[src/rtl/insn_asm_pkg.sv]
// Shared widths, immediate-type codes and request record for the instruction
// assembler and its immediate range checker.
package insn_asm_pkg;

    localparam int INSN_LEN       = 32;
    localparam int DATA_LEN       = 32;
    localparam int IMM_TYPE_WIDTH = 3;
    localparam int OPCODE_LEN     = 7;
    localparam int REG_SEL        = 5;
    localparam int FUNCT3_LEN     = 3;

    localparam logic [IMM_TYPE_WIDTH-1:0] IMM_I = 3'd0;
    localparam logic [IMM_TYPE_WIDTH-1:0] IMM_S = 3'd1;
    localparam logic [IMM_TYPE_WIDTH-1:0] IMM_U = 3'd2;
    localparam logic [IMM_TYPE_WIDTH-1:0] IMM_J = 3'd3;

    typedef struct packed {
        logic [IMM_TYPE_WIDTH-1:0] imm_type;
        logic [DATA_LEN-1:0]       imm;
        logic [OPCODE_LEN-1:0]     opcode;
        logic [REG_SEL-1:0]        rd;
        logic [FUNCT3_LEN-1:0]     funct3;
        logic [REG_SEL-1:0]        rs1;
        logic [REG_SEL-1:0]        rs2;
    } insn_req_t;

    // True when v[DATA_LEN-1:lsb] are all equal, i.e. v is a sign extension from bit lsb.
    function automatic logic upper_uniform(input logic [DATA_LEN-1:0] v,
                                           input int unsigned lsb);
        logic [DATA_LEN-1:0] s;
        s = $signed(v) >>> lsb;
        return (s == '0) || (s == '1);
    endfunction

endpackage

[src/rtl/insn_asm_range_chk.sv]
// Combinational immediate encodability check; undefined immediate types are
// checked as I-type, matching how they are packed.
import insn_asm_pkg::*;

module imm_range_chk (
    input  logic [DATA_LEN-1:0]       i_imm,
    input  logic [IMM_TYPE_WIDTH-1:0] i_imm_type,
    output logic                      o_err
);

    always_comb begin
        o_err = 1'b0;
        case (i_imm_type)
            IMM_U:   o_err = (i_imm[11:0] != '0);
            IMM_J:   o_err = i_imm[0] | ~upper_uniform(i_imm, 20);
            default: o_err = ~upper_uniform(i_imm, 11);
        endcase
    end

endmodule

[src/rtl/insn_asm.sv]
// Two-stage RV32I instruction assembler: S1 holds the request and range
// result, S2 holds the packed word. Valid/ready on both sides.
import insn_asm_pkg::*;

module insn_asm #(
    parameter int ERR_CNT_W = 16
) (
    input  logic                      clk,
    input  logic                      reset,
    input  logic                      in_valid,
    output logic                      in_ready,
    input  logic [IMM_TYPE_WIDTH-1:0] in_imm_type,
    input  logic [DATA_LEN-1:0]       in_imm,
    input  logic [OPCODE_LEN-1:0]     in_opcode,
    input  logic [REG_SEL-1:0]        in_rd,
    input  logic [FUNCT3_LEN-1:0]     in_funct3,
    input  logic [REG_SEL-1:0]        in_rs1,
    input  logic [REG_SEL-1:0]        in_rs2,
    output logic                      out_valid,
    input  logic                      out_ready,
    output logic [INSN_LEN-1:0]       out_inst,
    output logic                      out_err,
    output logic [ERR_CNT_W-1:0]      err_cnt
);

    logic                 w_adv;
    logic                 w_in_err;
    logic [INSN_LEN-1:0]  w_packed;

    logic                 r_s1_valid;
    insn_req_t            r_s1_req;
    logic                 r_s1_err;
    logic                 r_out_valid;
    logic [INSN_LEN-1:0]  r_out_inst;
    logic                 r_out_err;
    logic [ERR_CNT_W-1:0] r_err_cnt;

    // An empty S2 always accepts, so bubbles collapse even under backpressure.
    assign w_adv    = ~r_out_valid | out_ready;
    assign in_ready = ~r_s1_valid | w_adv;

    imm_range_chk u_range_chk (
        .i_imm      (in_imm),
        .i_imm_type (in_imm_type),
        .o_err      (w_in_err)
    );

    always_ff @(posedge clk) begin
        if (reset) begin
            r_s1_valid <= 1'b0;
            r_s1_req   <= '0;
            r_s1_err   <= 1'b0;
        end else if (in_ready) begin
            r_s1_valid <= in_valid;
            if (in_valid) begin
                r_s1_req <= '{imm_type: in_imm_type, imm: in_imm, opcode: in_opcode,
                              rd: in_rd, funct3: in_funct3, rs1: in_rs1, rs2: in_rs2};
                r_s1_err <= w_in_err;
            end
        end
    end

    always_comb begin
        w_packed = '0;
        case (r_s1_req.imm_type)
            IMM_S: w_packed = {r_s1_req.imm[11:5], r_s1_req.rs2, r_s1_req.rs1,
                               r_s1_req.funct3, r_s1_req.imm[4:0], r_s1_req.opcode};
            IMM_U: w_packed = {r_s1_req.imm[31:12], r_s1_req.rd, r_s1_req.opcode};
            IMM_J: w_packed = {r_s1_req.imm[20], r_s1_req.imm[10:1], r_s1_req.imm[11],
                               r_s1_req.imm[19:12], r_s1_req.rd, r_s1_req.opcode};
            default: w_packed = {r_s1_req.imm[11:0], r_s1_req.rs1, r_s1_req.funct3,
                                 r_s1_req.rd, r_s1_req.opcode};
        endcase
    end

    always_ff @(posedge clk) begin
        if (reset) begin
            r_out_valid <= 1'b0;
            r_out_inst  <= '0;
            r_out_err   <= 1'b0;
        end else if (w_adv) begin
            r_out_valid <= r_s1_valid;
            if (r_s1_valid) begin
                r_out_inst <= w_packed;
                r_out_err  <= r_s1_err;
            end
        end
    end

    always_ff @(posedge clk) begin
        if (reset) begin
            r_err_cnt <= '0;
        end else if (r_out_valid && out_ready && r_out_err && (r_err_cnt != '1)) begin
            r_err_cnt <= r_err_cnt + 1'b1;
        end
    end

    assign out_valid = r_out_valid;
    assign out_inst  = r_out_inst;
    assign out_err   = r_out_err;
    assign err_cnt   = r_err_cnt;

endmodule

[config.mk]
export PLATFORM = sky130hd
export DESIGN_NAME = insn_asm
export DESIGN_NICKNAME = d
export VERILOG_FILES = /design/src/rtl/insn_asm_pkg.sv /design/src/rtl/insn_asm_range_chk.sv /design/src/rtl/insn_asm.sv
export SDC_FILE = /design/constraint.sdc
export NUM_CORES = 1
export LEC_CHECK = 0
export BUFFER_PORTS_ARGS = -buffer_cell sky130_fd_sc_hd__buf_2
export CAP_MARGIN = 10
export CORE_MARGIN = 5
export CORE_UTILIZATION = 45
export DETAILED_ROUTE_END_ITERATION = 6
export PLACE_DENSITY = 0.79
export SLEW_MARGIN = 10
export SYNTH_ARGS = -nofsm -noshare
export SYNTH_HDL_FRONTEND = slang
export SYNTH_HIERARCHICAL = 1
export SYNTH_SLANG_ARGS = --single-unit
export TNS_END_PERCENT = 10
[constraint.sdc]
create_clock -name clk -period 3.89 [get_ports clk]
set_clock_uncertainty 0.1 [all_clocks]
set_input_delay 0.778 -clock clk [delete_from_list [all_inputs] [get_ports clk]]
set_output_delay 0.778 -clock clk [all_outputs]
set_load 0.05 [all_outputs]
* Word level (Yosys, flattened, before mapping)
Cells that the tools add are included.
** Word-level totals
- Flip-flop bits (word level) :: 112
- Bits of input ports :: 64
- Logic and storage cells :: 41
** Operators by class
- Add/sub/neg operators :: 1
- Equal/unequal tests :: 8
- Mux-type cells :: 2
- Bitwise logic cells :: 7
- Reduce and logical (&&, ||, !) cells :: 10
** Operators by type and width (number)
- $pmux 32 s3 :: 1
- $eq 32x32->1 const B :: 2
- $logic_not 32->1 :: 2
- $add 16x1->16 const B :: 1
- $ne 16x16->1 const B :: 1
- $eq 3x2->1 const B :: 4
- $reduce_bool 12->1 :: 1
- $not 1->1 :: 4
- $reduce_and 2->1 :: 2
- $eq 3x1->1 const B :: 1
- $logic_and 1x1->1 :: 3
- $or 1x1->1 :: 3
- $logic_or 1x1->1 :: 2
- $pmux 1 s2 :: 1

* Logic depth before layout (Yosys ltp)
- Word-level depth :: 5
- Mapped depth :: 7
- Depth with buffers taken out :: 6

* Cells and area by module
Netlist, hierarchy kept.
** By module, submodules not included
- insn_asm :: times used 1, cells an instance 552, area each 4429.2 um^2
- imm_range_chk :: times used 1, cells an instance 25, area each 150.1 um^2

* Worst setup path after synthesis
No wires, ideal clock.
- Path kind :: input to register
- Start :: input out_ready
- End :: register r_s1_req[38] (netlist name)
- Setup time :: 0.132 ns
- Arrival time :: 2.106 ns
- Required time :: 3.658 ns
- Path slack :: 1.552 ns
- Stages on the path :: 6
- Cells stage by stage :: nand3b_1 and2_1 clkbuf_1 clkbuf_1 nand2_1 a21oi_1
** On the way
- Longest elaborated chain between the ends :: 3
** Ends and longest elaborated chain
- start: declaration :: line insn_asm.sv:20 : input logic out_ready,
- $or 1x1->1 :: line insn_asm.sv:39 : assign w_adv = ~r_out_valid | out_ready;
- $or 1x1->1 :: line insn_asm.sv:40 : assign in_ready = ~r_s1_valid | w_adv;
- $reduce_and 2->1 (no source line)
- end signal: assignment :: line insn_asm.sv:56 : r_s1_req <= '{imm_type: in_imm_type, imm: in_imm, opcode: in_opcode,
- end: declaration :: line insn_asm.sv:31 : insn_req_t r_s1_req;
Every way passes these cells.
A chain may end at the register's enable or synchronous reset.

* Worst setup path in the final report
- Start :: input out_ready
- End :: output in_ready
** On the way
- Longest elaborated chain between the ends :: 2
** Ends and longest elaborated chain
- $or 1x1->1 :: line insn_asm.sv:39
- $or 1x1->1 :: line insn_asm.sv:40
- end: declaration :: line insn_asm.sv:11 : output logic in_ready,
Every way passes these cells.

==> run metrics <==
RSZ-0062 raised after global routing false; power density normalized to cell area around 420 nW/um^2; Cells after Synth 577; required time of the worst setup path 3.01 ns; Crit path largest cell delay 0.31 ns; Layout Nets about 730; vias per cell 5.484; class of the most critical hold timing path register to register; slew at the pin closest to its max-slew limit 1.085 ns; setup TNS after final layout 0 ns; critical path endpoint category output port; global-route wire length before repair 19.80 mm; net count after synthesis 642; number of flip-flops and latches in the synthesized netlist 112; Yosys warnings 6; Int Pwr 0.001605 W; leakage 2.160 nW; number of gates resized after CTS 0; Root Driver sky130_fd_sc_hd__clkbuf_8; portion of total power attributed to the clock network 0.324; deepest level of the CTS H-tree 3; kind of start point of the critical path primary input; number of buffers created by CTS 9; average footprint of a synthesized cell 7.937 sq um; relative contribution of sequential cells to total power 0.548; overall die area about 12000 sq um; launch instance of the worst register-to-register path r_s1_req[59]; core box area between 9000 and 10000 sq um; overflow left after global routing 0; list of cells traversed by the critical path buf_2 -> nand3b_1 -> buf_2; clock tree from TritonCTS built; GP Congestion 0.8366; count of buffers added by post-CTS timing repair for setup 0; CP arrival about 1.4 ns; Vias 4387; hold buffer count at CTS 0; Total GRT Usage 0.1933; port buffer count ~110; Reg2Reg Setup Slack roughly 1.6 ns; hold worst-path end out_inst[3]; number of iterations in the first detailed-routing pass 6; area of the mapped netlist 4579 sq um; final cycle utilization of the critical path 0.5838; total length of routed wires 12.06 mm; Die Wd 110.9 um; largest net degree at the start of global routing 92; vias in the first global route 4219; CTS clk-pin slew, worst paths 0.11 ns; Max-slew headroom 0.2741; average detailed-routed wire length per instance 15.07 um; fraction of power spent switching nets 0.2890; highest ir drop seen on vdd 0.0002245 V; initial cell density of the core 0.4642; proportion of layout cells with a drive suffix above 1 0.2114; number of failing hold endpoints at the final stage 0; post-layout minimum cycle time 2.271 ns; antenna cells 0; library cell contributing the largest single delay on the critical path sky130_fd_sc_hd__buf_2; Worst-Skew Late Latency 0.37 ns; area fraction of the dominant cell type after synthesis 0.4896; highest clock frequency the design can meet ~440 MHz; Max Fanout on Critical Path 4; total power consumption of the routed design 0.002257 W; total net switching power 0.0006522 W; count of standard-cell rows 36; start point of the worst hold path r_s1_req[21]; worst r2r path cells 4; area delta synth->final 17.76%; combinational cell fraction of total power 0.128; residual DRC count 0; Die Y 110.9 um; initial antenna violation count 1; run status completed; critical register-to-register path endpoint out_inst[26]; number of endpoints failing setup at the final stage 0; Setup CP Type primary input to output port; number of buffers and inverters on the critical path 2; I/O pin cnt 115; number of unique standard cell types used by synthesis 36; worst-case clock buffer depth 2; Sink Count about 110; violation count after the first detailed-route iteration roughly 390; max-slew violation count 0; Final HPWL DP 8.499 mm; cell mode on critical path sky130_fd_sc_hd__buf_2; cell types occupying the most area after synthesis sky130_fd_sc_hd__dfxtp_1 49%, sky130_fd_sc_hd__nand2_1 13%, sky130_fd_sc_hd__a21oi_1 9.8%; library cell occupying the most area in the post-synthesis netlist sky130_fd_sc_hd__dfxtp_1; MaxCap Viol Count 0; sequential cell area fraction in the yosys report 0.4896; Hold Path Cell Cnt 2; post-route ant nets 0; Largest delay share family, worst path buffers and inverters
==> power groups by stage <==
stage               Clock (W)  Sequential [W]  Combinational (W)
finish               0.000730         0.00124           0.000289
global route         0.000789         0.00124           0.000318
CTS                  0.000745         0.00124           0.000289
detailed placement          0         0.00126           0.000289
global placement            0         0.00126           0.000282
floorplan                   0         0.00132           0.000136
==> cells in the mapped netlist <==
cell                        instances
sky130_fd_sc_hd__a211oi_1          10
sky130_fd_sc_hd__a21oi_1           90
sky130_fd_sc_hd__a22oi_1            1
sky130_fd_sc_hd__a2bb2oi_1          1
sky130_fd_sc_hd__a311oi_1          11
sky130_fd_sc_hd__a31oi_1            1
sky130_fd_sc_hd__and2_1             4
sky130_fd_sc_hd__and3_1             4
sky130_fd_sc_hd__buf_2              4
sky130_fd_sc_hd__clkbuf_1          38
sky130_fd_sc_hd__dfxtp_1          112
sky130_fd_sc_hd__ha_1               1
sky130_fd_sc_hd__inv_1              5
sky130_fd_sc_hd__mux2_1             1
sky130_fd_sc_hd__mux2_2             2
sky130_fd_sc_hd__mux2i_1            9
sky130_fd_sc_hd__nand2_1          164
sky130_fd_sc_hd__nand2b_1           4
sky130_fd_sc_hd__nand3_1            8
sky130_fd_sc_hd__nand3_2            1
sky130_fd_sc_hd__nand3b_1           2
sky130_fd_sc_hd__nand4_1            9
sky130_fd_sc_hd__nor2_1            27
sky130_fd_sc_hd__nor2b_1            2
sky130_fd_sc_hd__nor3_1             4
sky130_fd_sc_hd__nor4_1             9
sky130_fd_sc_hd__o21ai_0           16
sky130_fd_sc_hd__o221a_2            1
sky130_fd_sc_hd__o221ai_1           4
sky130_fd_sc_hd__o22a_1             4
sky130_fd_sc_hd__o22ai_2            1
sky130_fd_sc_hd__o31ai_1           10
sky130_fd_sc_hd__or2b_1             1
sky130_fd_sc_hd__or3_1              5
sky130_fd_sc_hd__or4_1             10
sky130_fd_sc_hd__or4b_1             1
==> cell usage in the layout, fill, tap and decap left out, drive strengths merged, types with 5 or more instances in the layout <==
cell type / count
nand2: 164
buf: 116
dfxtp: 112
a21oi: 90
nor2: 27
o21ai: 16
a311oi: 11
a211oi: 10
o31ai: 10
or4: 10
mux2i: 9
nand4: 9
clkbuf: 9
nand3: 9
nor4: 9
inv: 9
or3: 5
==> metrics by stage <==
stage	instance area (sq um)	hold WS, ns	cells	utilization	setup WS (ns)
2_1_floorplan	4579	0.3321	577	-	1.552
3_3_place_gp	5182	0.3392	784	0.5254	1.402
3_5_place_dp	5182	0.3443	784	0.5254	1.358
4_1_cts	5393	0.3559	800	0.5467	1.630
5_1_grt	5393	0.3806	800	0.5467	1.419
6_report	5393	0.3489	800	0.5467	1.619
==> cells by family after synthesis <==
| kind of cell | share of synthesized area |
|---|---|
| fa+ha+maj | 0.002732 |
| simple gates | 0.2459 |
| buf+inv | 0.03962 |
| compound gates | 0.1951 |
| mux | 0.02705 |
| flops | 0.4896 |
==> how the worst max path moves through the flow <==
stage            startpoint      endpoint  slack, ns  depth (start not counted)
6_report          out_ready      in_ready       1.62                          3
5_1_grt        r_s1_req[59]  out_inst[25]       1.42                          4
4_1_cts           out_ready      in_ready       1.63                          3
3_5_place_dp      out_ready  r_s1_req[46]       1.36                          5
3_3_place_gp      out_ready  out_inst[24]       1.40                          5
2_1_floorplan     out_ready  r_s1_req[38]       1.55                          6
==> routing by layer <==
metal  routed length, um  up-vias  track usage
met2                5978      141       0.3398
met3                 806       19      0.05295
met4                 208        2      0.05665
met1                5058     2040       0.2299
li1                    -     2185            -
met5                   7        -            0
==> final cells by class <==
cell class	instances	area [sq um]
clock buffer	9	123.9
clock inverter	7	86.33
fill	925	4472
inverter	5	18.77
multi-input combinational	418	2167
sequential	112	2242
tap	133	166.4
timing repair buffer	116	588.1
==> tightest hold or removal path: cells and delay by family, from the launching register on <==
family	cells	cell delay (ns)
compound gates	1	0.05
simple gates	1	0.05
flops	1	0.32
==> flip-flops by register name, summed over array words and instances (netlist names) <==
register    cells
out_err         1
r_s1_req       60
out_inst       32
r_s1_valid      1
err_cnt        16
r_s1_err        1
out_valid       1
Note: power is estimated with default switching activity, not from simulation.
